`src/rtl/mult_pkg.sv`:
```
// Shared widths and operand/product types for the pipelined 16x16 multiplier.
package mult_pkg;

    localparam int unsigned MULT_WIDTH   = 16;
    localparam int unsigned MULT_PWIDTH  = 32;
    localparam int unsigned MULT_LATENCY = 3;

    typedef logic [MULT_WIDTH-1:0]  operand_t;
    typedef logic [MULT_PWIDTH-1:0] product_t;

endpackage

```
`src/rtl/csa_3to2.sv`:
```
// Carry-save 3:2 compressor: x+y+z == sum+carry (modulo 2^W).
module csa_3to2
    import mult_pkg::*;
#(
    parameter int unsigned W = MULT_PWIDTH
) (
    input  logic [W-1:0] x,
    input  logic [W-1:0] y,
    input  logic [W-1:0] z,
    output logic [W-1:0] sum,
    output logic [W-1:0] carry
);

    logic [W-1:0] maj;

    always_comb begin
        sum   = x ^ y ^ z;
        maj   = (x & y) | (x & z) | (y & z);
        carry = maj << 1;
    end

endmodule

```
`src/rtl/multiplier_16bit.sv`:
```
// Three-stage pipelined unsigned 16x16->32 multiplier: operand register,
// carry-save partial-product reduction, final carry-propagate add.
module multiplier_16bit
    import mult_pkg::*;
#(
    parameter int unsigned WIDTH = MULT_WIDTH
) (
    input  logic               CLK,
    input  logic               RST_N,
    input  logic [WIDTH-1:0]   A,
    input  logic [WIDTH-1:0]   B,
    output logic [2*WIDTH-1:0] P
);

    operand_t a_d, a_q;
    operand_t b_d, b_q;
    product_t sum_d, sum_q;
    product_t carry_d, carry_q;
    product_t p_d, p_q;

    // Reduction tree rows per level: 16 -> 11 -> 8 -> 6 -> 4 -> 3 -> 2
    product_t l0 [16];
    product_t l1 [11];
    product_t l2 [8];
    product_t l3 [6];
    product_t l4 [4];
    product_t l5 [3];
    product_t l6 [2];

    always_comb begin
        for (int unsigned i = 0; i < MULT_WIDTH; i++) begin
            l0[i] = b_q[i] ? (product_t'(a_q) << i) : '0;
        end
    end

    for (genvar k = 0; k < 5; k++) begin : g_l1
        csa_3to2 #(.W(MULT_PWIDTH)) u_csa (
            .x(l0[3*k]), .y(l0[3*k+1]), .z(l0[3*k+2]),
            .sum(l1[2*k]), .carry(l1[2*k+1])
        );
    end
    assign l1[10] = l0[15];

    for (genvar k = 0; k < 3; k++) begin : g_l2
        csa_3to2 #(.W(MULT_PWIDTH)) u_csa (
            .x(l1[3*k]), .y(l1[3*k+1]), .z(l1[3*k+2]),
            .sum(l2[2*k]), .carry(l2[2*k+1])
        );
    end
    assign l2[6] = l1[9];
    assign l2[7] = l1[10];

    for (genvar k = 0; k < 2; k++) begin : g_l3
        csa_3to2 #(.W(MULT_PWIDTH)) u_csa (
            .x(l2[3*k]), .y(l2[3*k+1]), .z(l2[3*k+2]),
            .sum(l3[2*k]), .carry(l3[2*k+1])
        );
    end
    assign l3[4] = l2[6];
    assign l3[5] = l2[7];

    for (genvar k = 0; k < 2; k++) begin : g_l4
        csa_3to2 #(.W(MULT_PWIDTH)) u_csa (
            .x(l3[3*k]), .y(l3[3*k+1]), .z(l3[3*k+2]),
            .sum(l4[2*k]), .carry(l4[2*k+1])
        );
    end

    csa_3to2 #(.W(MULT_PWIDTH)) u_csa_l5 (
        .x(l4[0]), .y(l4[1]), .z(l4[2]),
        .sum(l5[0]), .carry(l5[1])
    );
    assign l5[2] = l4[3];

    csa_3to2 #(.W(MULT_PWIDTH)) u_csa_l6 (
        .x(l5[0]), .y(l5[1]), .z(l5[2]),
        .sum(l6[0]), .carry(l6[1])
    );

    always_comb begin
        a_d     = A;
        b_d     = B;
        sum_d   = l6[0];
        carry_d = l6[1];
        p_d     = sum_q + carry_q;
    end

    always_ff @(posedge CLK or negedge RST_N) begin
        if (!RST_N) begin
            a_q     <= '0;
            b_q     <= '0;
            sum_q   <= '0;
            carry_q <= '0;
            p_q     <= '0;
        end else begin
            a_q     <= a_d;
            b_q     <= b_d;
            sum_q   <= sum_d;
            carry_q <= carry_d;
            p_q     <= p_d;
        end
    end

    assign P = p_q;

endmodule

```
`config.mk`:
```
export PLATFORM = sky130hd
export DESIGN_NAME = multiplier_16bit
export DESIGN_NICKNAME = d
export VERILOG_FILES = /design/src/rtl/mult_pkg.sv /design/src/rtl/csa_3to2.sv /design/src/rtl/multiplier_16bit.sv
export SDC_FILE = /design/constraint.sdc
export NUM_CORES = 1
export LEC_CHECK = 0
export ABC_AREA = 1
export CORE_MARGIN = 10
export CORE_UTILIZATION = 40
export DETAILED_ROUTE_END_ITERATION = 7
export GPL_TIMING_DRIVEN = 0
export PLACE_DENSITY = 0.59
export SETUP_SLACK_MARGIN = 0.02
export SYNTH_ARGS = -nofsm -noshare
export SYNTH_HDL_FRONTEND = slang
export SYNTH_HIERARCHICAL = 1
export SYNTH_SLANG_ARGS = --single-unit
```
`constraint.sdc`:
```
create_clock -name CLK -period 3.9 [get_ports CLK]
set_input_delay 0.39 -clock CLK [delete_from_list [all_inputs] [get_ports CLK]]
set_output_delay 0.39 -clock CLK [all_outputs]
set_load 0.005 [all_outputs]
```
==> reports/qor.yml, run 1 <==
status:
  status: "complete, but fails checks"
  failed_checks: "negative setup slack"
die:
  die_w_um: 226
  ios: 66
  dieHeight_um: 226
  dieArea_sq_um: 51200
  initial_core_util: 0.405
  core_sq_um: 42000
  core.rowCount: 75
routing:
  ant_nets: 0
  via_per_inst: 4.30
  routed_wl_um: 39000
  routedWlPerCell_um: 14.4
  drc: 0
  dr.first_iter.drc_count: 602
  vias: 11600
  firstDrtPassIters: 5
clock_network:
  cts_tree: "built"
  cts.sinks: 128
  clk_latency_ns: 0.45
  cts_root_buf: "clkbuf_16"
  cts.htree.levels: 4
  clock_path_buffers: 2
  numCtsBuffers: 17
  cts.reportedPaths.clkPinSlew_ns: 0.07
grt:
  grt_remaining_overflow: 0
  antenna_found_initial: 0
  grt_max_degree: 69
  grt_pass1_wl_um: 65100
  grt_use_total: 0.164
  grt_pass1_vias: 12800
logic_synthesis:
  synth_area_sq_um: 17000
  synth_flop_cell: "dfrtp_1"
  synth_edf_count: 0
  synth_top_cells_by_count: "nand2_1 (552), fa_1 (435), inv_1 (410), dfrtp_1 (128), clkbuf_1 (64)"
  synth.most_common_cell: "nand2_1"
  synth_top_cell_area_share: 0.511
  yosysUniqueCellTypes: 20
  synthArstFlopShare: 1.00
  synth.area.top_cells: "fa_1 (51%), dfrtp_1 (19%), nand2_1 (12%), inv_1 (9.0%), ha_1 (2.3%)"
  synth.avg_cell_area_sq_um: 9.55
  yosysWarnings: 6
  syn-instance-count: 1784
  yosysSeqAreaShare: 0.188
  synth-seq-cells: 128
  yosys.area.top_type: "fa_1"
pwr:
  max-vdd-ir-drop_uv: 359
  powerDensity_nw_per_um2: 730
  finalPower_mw: 15.2
  cellLeakagePower_nw: 12.1
critical_path:
  critPathKind: "reg2reg"
  setup.worst_path.start_class: "flop"
  critPathRequiredTime_ns: 4.28
  crit_path_end_kind: "flop"
  path_max_fanout: 5
  worst_ep_arrival_time_ns: 4.32
layout:
  area_growth_pct: 22.7
  drive_gt1_frac: 0.122
  fin_cells: 2710
  postLayoutCellArea_sq_um: 20900
  layout.nets: 2658
  fillers: 3883
  utilization: 0.497
  n_antenna_cell: 0
sta:
  finalSetupTns_ns: -0.149
  whs_ns: 0.373
  period_minus_slack_ns: 3.95
  post-route-period-util: 1.01
  worst_slew_pin_slew_ns: 0.605
  finalSetupViolCount: 6
  slew_headroom: 0.596
  rsz0062_at_grt: "yes"
  report.final.slew_viol_count: 0
  hold_viol_final: 0
  max_freq_mhz: 253
  worst_slack_ns: -0.0483
  fin_skew_ns: 0.0144
job:
  cap_violations: 0
placement:
  placed_area_sq_um: 19400
  placedCellCount: 2660
  dp_slack_ns: -0.636
  dp_hpwl_um: 31800
  place_congestion: 0.873
  port_buffers: 65
worst_hold_path:
  hp-class: "in2reg"
[cell usage in the layout, fill, tap and decap left out, types with 2 or more instances in the layout]
cell | synthesis | layout
xor2_1 | 15 | 15
buf_6 | 0 | 19
fa_2 | 0 | 56
dfrtp_2 | 0 | 31
inv_2 | 0 | 23
clkdlybuf4s50_1 | 0 | 64
nand4_1 | 4 | 4
fa_1 | 435 | 379
clkbuf_1 | 64 | 2
inv_6 | 0 | 8
conb_1 | 15 | 286
clkinv_4 | 0 | 2
clkbuf_16 | 0 | 21
nand2_1 | 552 | 534
nor2_1 | 38 | 38
ha_1 | 31 | 31
nand2_2 | 8 | 24
clkbuf_8 | 0 | 5
buf_8 | 0 | 20
nor3_1 | 5 | 5
nand3_1 | 39 | 39
dfrtp_1 | 128 | 97
o21bai_1 | 2 | 2
a21oi_1 | 20 | 20
inv_1 | 410 | 387
buf_4 | 14 | 47
nand2_4 | 0 | 2
[final timing paths]
| path | from | endpoint | slack [ns] | depth (start not counted) |
|---|---|---|---|---|
| setup / recovery | b_q[12]$_DFF_PN0_ | sum_q[19]$_DFF_PN0_ | -0.05 | 10 |
| hold / removal | B[1] | b_q[1]$_DFF_PN0_ | 0.37 | 1 |
| setup reg to reg | b_q[12]$_DFF_PN0_ | sum_q[19]$_DFF_PN0_ | -0.05 | 10 |
| hold reg to reg | carry_q[0]$_DFF_PN0_ | P[0]$_DFF_PN0_ | 0.49 | 1 |
| max in group asynchronous | RST_N | a_q[6]$_DFF_PN0_ | 2.61 | 3 |
| min in group asynchronous | RST_N | P[30]$_DFF_PN0_ | 0.51 | 2 |
[state kept, by name, indices dropped and copies added, names as in the netlist]
signal,cells
P,32
sum_q,32
b_q,16
carry_q,32
a_q,16
[routing by layer]
| layer | global-route usage | wire length (um) |
|---|---|---|
| met5 | 0 | 0 |
| met1 | 0.211 | 16400 |
| met4 | 0.0439 | 781 |
| met2 | 0.278 | 19800 |
| met3 | 0.0293 | 2110 |
[logic make-up after synthesis]
family	synth area share
AND/OR/NAND/NOR	0.148
buffers and inverters	0.111
adder cells (fa/ha/maj)	0.534
flip-flops	0.188
AO/OA/AOI/OAI	0.00720
XOR/XNOR	0.00823
other	0.00331
[final cells by class]
class	count	area (sq um)	share of cell area
flip-flops and latches	128	3240	0.155
repair buffers	115	1140	0.0547
clock buffers	18	439	0.0210
multi-input cells	1439	13200	0.629
well taps	539	674	0.0323
inverters	410	1540	0.0736
plain buffers	47	564	0.0270
clock inverters	14	141	0.00677
[power breakdown]
part	total, mW	switching (mW)	internal, mW
combinational	11.3	6.23	5.07
sequential	2.35	0.213	2.14
clock	1.60	0.685	0.913
total	15.2	7.12	8.12
[worst max-delay path, stage by stage, from the launching register on]
cell	delay, ns
dfrtp_2	0.46
buf_4	0.16
buf_4	0.15
nand2_1	0.07
inv_1	0.05
fa_1	0.49
fa_2	0.57
fa_1	0.44
fa_2	0.54
fa_1	0.43
fa_2	0.53
[what timing repair did]
action / 4_1_cts / 5_1_grt
gates resized for setup: 136 / 131
pin swaps: 28 / 87
hold endpoints to repair: 60 / 0
endpoints found under the setup margin: 51 / 52
buffers inserted: 32 / 8
cloned: 5 / 3
hold buffers: 1 / 0
No activity file was read; power rests on OpenSTA's default activity.
==> inputs of run 2 (changes only) <==
CAP_MARGIN = 20   (was default)
==> run 2 against run 1 <==
Compared with the run above:
- highest routed layer unchanged
- largest cell class unchanged
- first-iteration DRC count did not move
- utilization did not move
- sequential cell count did not move
- the run still ends with negative setup slack left
- die area did not move
- critical path depth did not move
==> reports/qor.yml, run 2 (synthesis results as in run 1) <==
sta:
  worst_slew_pin_slew_ns: 0.605
  slew_headroom: 0.596
  post-route-period-util: 1.01
  report.final.slew_viol_count: 0
  rsz0062_at_grt: "yes"
  hold_viol_final: 0
  finalSetupViolCount: 6
  max_freq_mhz: 253
  worst_slack_ns: -0.0483
  fin_skew_ns: 0.0144
  period_minus_slack_ns: 3.95
placement:
  port_buffers: 65
  place_congestion: 0.873
  placedCellCount: 2660
  placed_area_sq_um: 19400
  dp_hpwl_um: 31800
critical_path:
  setup.worst_path.start_class: "flop"
  critPathKind: "reg2reg"
  path_max_fanout: 5
  crit_path_end_kind: "flop"
  worst_ep_arrival_time_ns: 4.32
  critPathRequiredTime_ns: 4.28
pwr:
  p_seq_frac: 0.154
  netSwitchingPower_mw: 7.12
  power_frac_comb: 0.741
  cellLeakagePower_nw: 12.1
  max-vdd-ir-drop_uv: 359
  netSwitchingFraction: 0.467
  p_int_mw: 8.12
  powerDensity_nw_per_um2: 730
  clkPwrFrac: 0.105
job:
  cap_violations: 0
routing:
  routedWlPerCell_um: 14.4
  top_layer_used: "met4"
  ant_nets: 0
  wl_met2_um: 19800
  drc: 0
  dr.first_iter.drc_count: 602
  via_per_inst: 4.30
  vias: 11600
  wl_met3_um: 2110
  routed_wl_um: 39000
  firstDrtPassIters: 5
  m1WireLength_um: 16400
grt:
  grt_pass1_vias: 12800
  grt_remaining_overflow: 0
  grt_max_degree: 69
  grt_pass1_wl_um: 65100
  grt_use_total: 0.164
  antenna_found_initial: 0
layout:
  drive_gt1_frac: 0.122
  final_common_cell: "nand2_1"
  area_growth_pct: 22.7
  n_antenna_cell: 0
  fillers: 3883
  fin_cells: 2710
  multiInputGateArea_sq_um: 13200
  layout.nets: 2658
  seq_area_sq_um: 3240
  final_cell_mix: "nand2_1 (534), inv_1 (387), fa_1 (379), conb_1 (286), dfrtp_1 (97)"
  postLayoutCellArea_sq_um: 20900
die:
  die_w_um: 226
  core_sq_um: 42000
  initial_core_util: 0.405
  core.rowCount: 75
  dieArea_sq_um: 51200
  dieHeight_um: 226
  ios: 66
clock_network:
  cts.reportedPaths.clkPinSlew_ns: 0.07
  clk_latency_ns: 0.45
  cts_root_buf: "clkbuf_16"
  cts_tree: "built"
  clock_path_buffers: 2
  cts.sinks: 128
  numCtsBuffers: 17
  cts.htree.levels: 4
worst_hold_path:
  hp-class: "in2reg"
status:
  failed_checks: "negative setup slack"
  status: "complete, but fails checks"
-- run 2: cell counts in the layout (fill, tap and decap cells not counted) --
Identical to the previous run, type by type.
-- run 2: worst paths after layout --
kind,to,cells after the start,slack (ns),from
min in group asynchronous,P[30]$_DFF_PN0_,2,0.51,RST_N
hold / removal,b_q[1]$_DFF_PN0_,1,0.37,B[1]
hold reg to reg,P[0]$_DFF_PN0_,1,0.49,carry_q[0]$_DFF_PN0_
max in group asynchronous,a_q[6]$_DFF_PN0_,3,2.61,RST_N
setup reg to reg,sum_q[19]$_DFF_PN0_,10,-0.05,b_q[12]$_DFF_PN0_
setup / recovery,sum_q[19]$_DFF_PN0_,10,-0.05,b_q[12]$_DFF_PN0_
-- run 2: repair_timing --
item                                    4_1_cts  5_1_grt
cloned                                        5        3
hold buffers                                  1        0
endpoints found under the hold margin        60        0
resized for setup                           136      131
buffers inserted                             32        8
pin swaps                                    28       87
endpoints found under the setup margin       51       52
-- run 2: routing by layer --
layer	up-vias	GRT usage
met4	0	0.0439
met2	235	0.278
met5	-	0
met1	5909	0.211
li1	5455	-
met3	42	0.0293
-- run 2: critical path, cell delays in order, from the launching register on --
cell,delay [ns]
dfrtp_2,0.46
buf_4,0.16
buf_4,0.15
nand2_1,0.07
inv_1,0.05
fa_1,0.49
fa_2,0.57
fa_1,0.44
fa_2,0.54
fa_1,0.43
fa_2,0.53
-- run 2: cell type report --
class	instances	area share
plain buffers	47	0.0270
clock buffers	18	0.0210
clock inverters	14	0.00677
inverters	410	0.0736
multi-input cells	1439	0.629
flip-flops and latches	128	0.155
well taps	539	0.0323
repair buffers	115	0.0547
-- run 2: power by group through the flow --
stage | logic [mW] | clock network (mW) | registers (mW)
after floorplan | 7.47 | 0 | 2.31
after global placement | 10.7 | 0 | 2.34
after detailed placement | 10.8 | 0 | 2.35
after CTS | 10.9 | 1.64 | 2.36
after global routing | 13.0 | 1.71 | 2.39
final | 11.3 | 1.60 | 2.35
-- run 2: per-stage QoR --
| step | hold WS (ns) | power (mW) | util | setup WS (ns) | setup TNS [ns] |
|---|---|---|---|---|---|
| 4_1_cts | 0.350 | 14.9 | 0.488 | -0.0163 | -0.0433 |
| 2_1_floorplan | 0.0944 | 9.77 | - | 0.0291 | 0 |
| 3_3_place_gp | 0.456 | 13.0 | 0.461 | -2.69 | -365.94 |
| 5_1_grt | 0.357 | 17.1 | 0.497 | -0.110 | -1.00 |
| 3_5_place_dp | 0.416 | 13.1 | 0.461 | -0.636 | -25.96 |
| 6_report | 0.373 | 15.2 | 0.497 | -0.0483 | -0.149 |
==> inputs of run 3 (changes only) <==
CAP_MARGIN = default   (was 20)
CORE_MARGIN = default   (was 10)
CTS_CLUSTER_DIAMETER = 200   (was default)
==> run 3 against run 2 <==
Compared with the run above:
- the run still ends with negative setup slack left
- maximum frequency is essentially flat
- die area is 15% lower
- clock skew increased by 0.0015 ns
- power increased by 1.3%
- register-to-register slack about the same
- largest cell class unchanged
- highest routed layer unchanged
==> reports/qor.yml, run 3 (synthesis results as in run 1) <==
die:
  core.rowCount: 75
  core_sq_um: 41900
  ios: 66
  dieArea_sq_um: 43400
  dieHeight_um: 208
  initial_core_util: 0.406
  die_w_um: 208
grt:
  antenna_found_initial: 1
  grt_use_total: 0.200
  grt_remaining_overflow: 0
  grt_max_degree: 68
  grt_pass1_vias: 13300
  grt_pass1_wl_um: 66600
critical_path:
  rr_startpoint: "a_q[11]$_DFF_PN0_"
  crit_chain: "buf_8 > buf_8 > nand2_2 > inv_2 > fa_2 > fa_2 > fa_2 > fa_2 > fa_2 > fa_2"
  slowest_delay_ns: 0.59
  cp_top_family: "adder cells"
  worst_ep_arrival_time_ns: 4.27
  critPathRequiredTime_ns: 4.22
  r2r_slack_ns: -0.05
  crit_top_cell: "fa_2"
  critPathKind: "reg2reg"
  setup.worst_path.start_class: "flop"
  ff2ff_path_depth: 10
  r2r-end: "sum_q[17]$_DFF_PN0_"
  cpMaxStageDelayCell: "fa_2"
  path_max_fanout: 5
  path_buf_inv: 3
  crit_path_end_kind: "flop"
worst_hold_path:
  holdPathEnd: "a_q[13]$_DFF_PN0_"
  hp-class: "in2reg"
  hp-start: "A[13]"
  min_path_cells: 1
layout:
  drive_gt1_frac: 0.133
  fillers: 3811
  area_growth_pct: 23.5
  multiInputGateArea_sq_um: 13200
  final_cell_mix: "nand2_1 (527), inv_1 (385), fa_1 (367), conb_1 (286), dfrtp_1 (97)"
  layout.nets: 2662
  seq_area_sq_um: 3240
  final_common_cell: "nand2_1"
  utilization: 0.501
routing:
  via_per_inst: 4.32
  ant_nets: 0
  vias: 11700
  routedWlPerCell_um: 14.6
  routed_wl_um: 39700
  drc: 0
  dr.first_iter.drc_count: 615
  firstDrtPassIters: 5
placement:
  place_congestion: 0.876
  port_buffers: 65
  dp_hpwl_um: 31600
  dp_slack_ns: -0.696
sta:
  report.final.slew_viol_count: 0
  post-route-period-util: 1.01
  slew_headroom: 0.585
  fin_skew_ns: 0.0159
  rsz0062_at_grt: "yes"
  worst_slew_pin_slew_ns: 0.623
  max_freq_mhz: 253
  worst_slack_ns: -0.0517
  period_minus_slack_ns: 3.95
  hold_viol_final: 0
  finalSetupViolCount: 13
clock_network:
  cts_root_buf: "clkbuf_16"
  clk_latency_ns: 0.45
  cts.reportedPaths.clkPinSlew_ns: 0.08
  clock_path_buffers: 2
  numCtsBuffers: 17
  cts_tree: "built"
  cts.htree.levels: 4
  cts.sinks: 128
status:
  status: "complete, but fails checks"
  failed_checks: "negative setup slack"
job:
  cap_violations: 0
pwr:
  max-vdd-ir-drop_uv: 385
  cellLeakagePower_nw: 12.1
  powerDensity_nw_per_um2: 734
run 3: worst max-delay path by stage:
| stage | start | to | slack, ns | depth (start not counted) |
|---|---|---|---|---|
| 4_1_cts | a_q[4]$_DFF_PN0_ | sum_q[14]$_DFF_PN0_ | -0.08 | 9 |
| 5_1_grt | a_q[3]$_DFF_PN0_ | sum_q[13]$_DFF_PN0_ | -0.12 | 9 |
| 2_1_floorplan | a_q[4]$_DFF_PN0_ | sum_q[18]$_DFF_PN0_ | 0.03 | 10 |
| 3_3_place_gp | RST_N | a_q[7]$_DFF_PN0_ | -2.66 | 1 |
| 3_5_place_dp | a_q[6]$_DFF_PN0_ | sum_q[14]$_DFF_PN0_ | -0.70 | 10 |
| 6_report | a_q[11]$_DFF_PN0_ | sum_q[17]$_DFF_PN0_ | -0.05 | 10 |
run 3: final cells by class:
type	instances	area share
sequential	128	0.154
multi-input combinational	1439	0.628
inverter	410	0.0732
timing repair buffer	119	0.0553
tap	539	0.0321
buffer	47	0.0281
clock inverter	15	0.00857
antenna	1	0.000119
clock buffer	17	0.0202
run 3: power by group:
group	internal, mW	total [mW]	switching [mW]
Combinational	5.14	11.4	6.30
Sequential	2.13	2.35	0.214
Clock	0.921	1.66	0.738
run 3: layer usage:
| metal | global-route usage | routed length, um |
|---|---|---|
| met5 | 0 | 0 |
| met4 | 0.0710 | 1090 |
| met3 | 0.0349 | 2260 |
| met2 | 0.343 | 20200 |
| met1 | 0.255 | 16200 |
run 3: timing repair:
action / in CTS / in global routing
endpoints found under the hold margin: 61 / 0
gates resized for setup: 188 / 104
cloned: 8 / 1
setup buffers: 41 / 2
hold buffers: 1 / 0
setup endpoints to repair: 51 / 44
pin swaps: 51 / 46
run 3: stage by stage:
stage | setup TNS [ns] | instance area (sq um) | std cells | hold WS (ns) | power (mW)
2_1_floorplan | 0 | 18000 | 2055 | 0.0944 | 9.77
3_3_place_gp | -364.02 | 19400 | 2659 | 0.455 | 13.0
3_5_place_dp | -27.10 | 19400 | 2660 | 0.421 | 13.2
4_1_cts | -0.357 | 20800 | 2711 | 0.356 | 15.2
5_1_grt | -1.39 | 21000 | 2714 | 0.357 | 17.3
6_report | -0.364 | 21000 | 2715 | 0.372 | 15.4
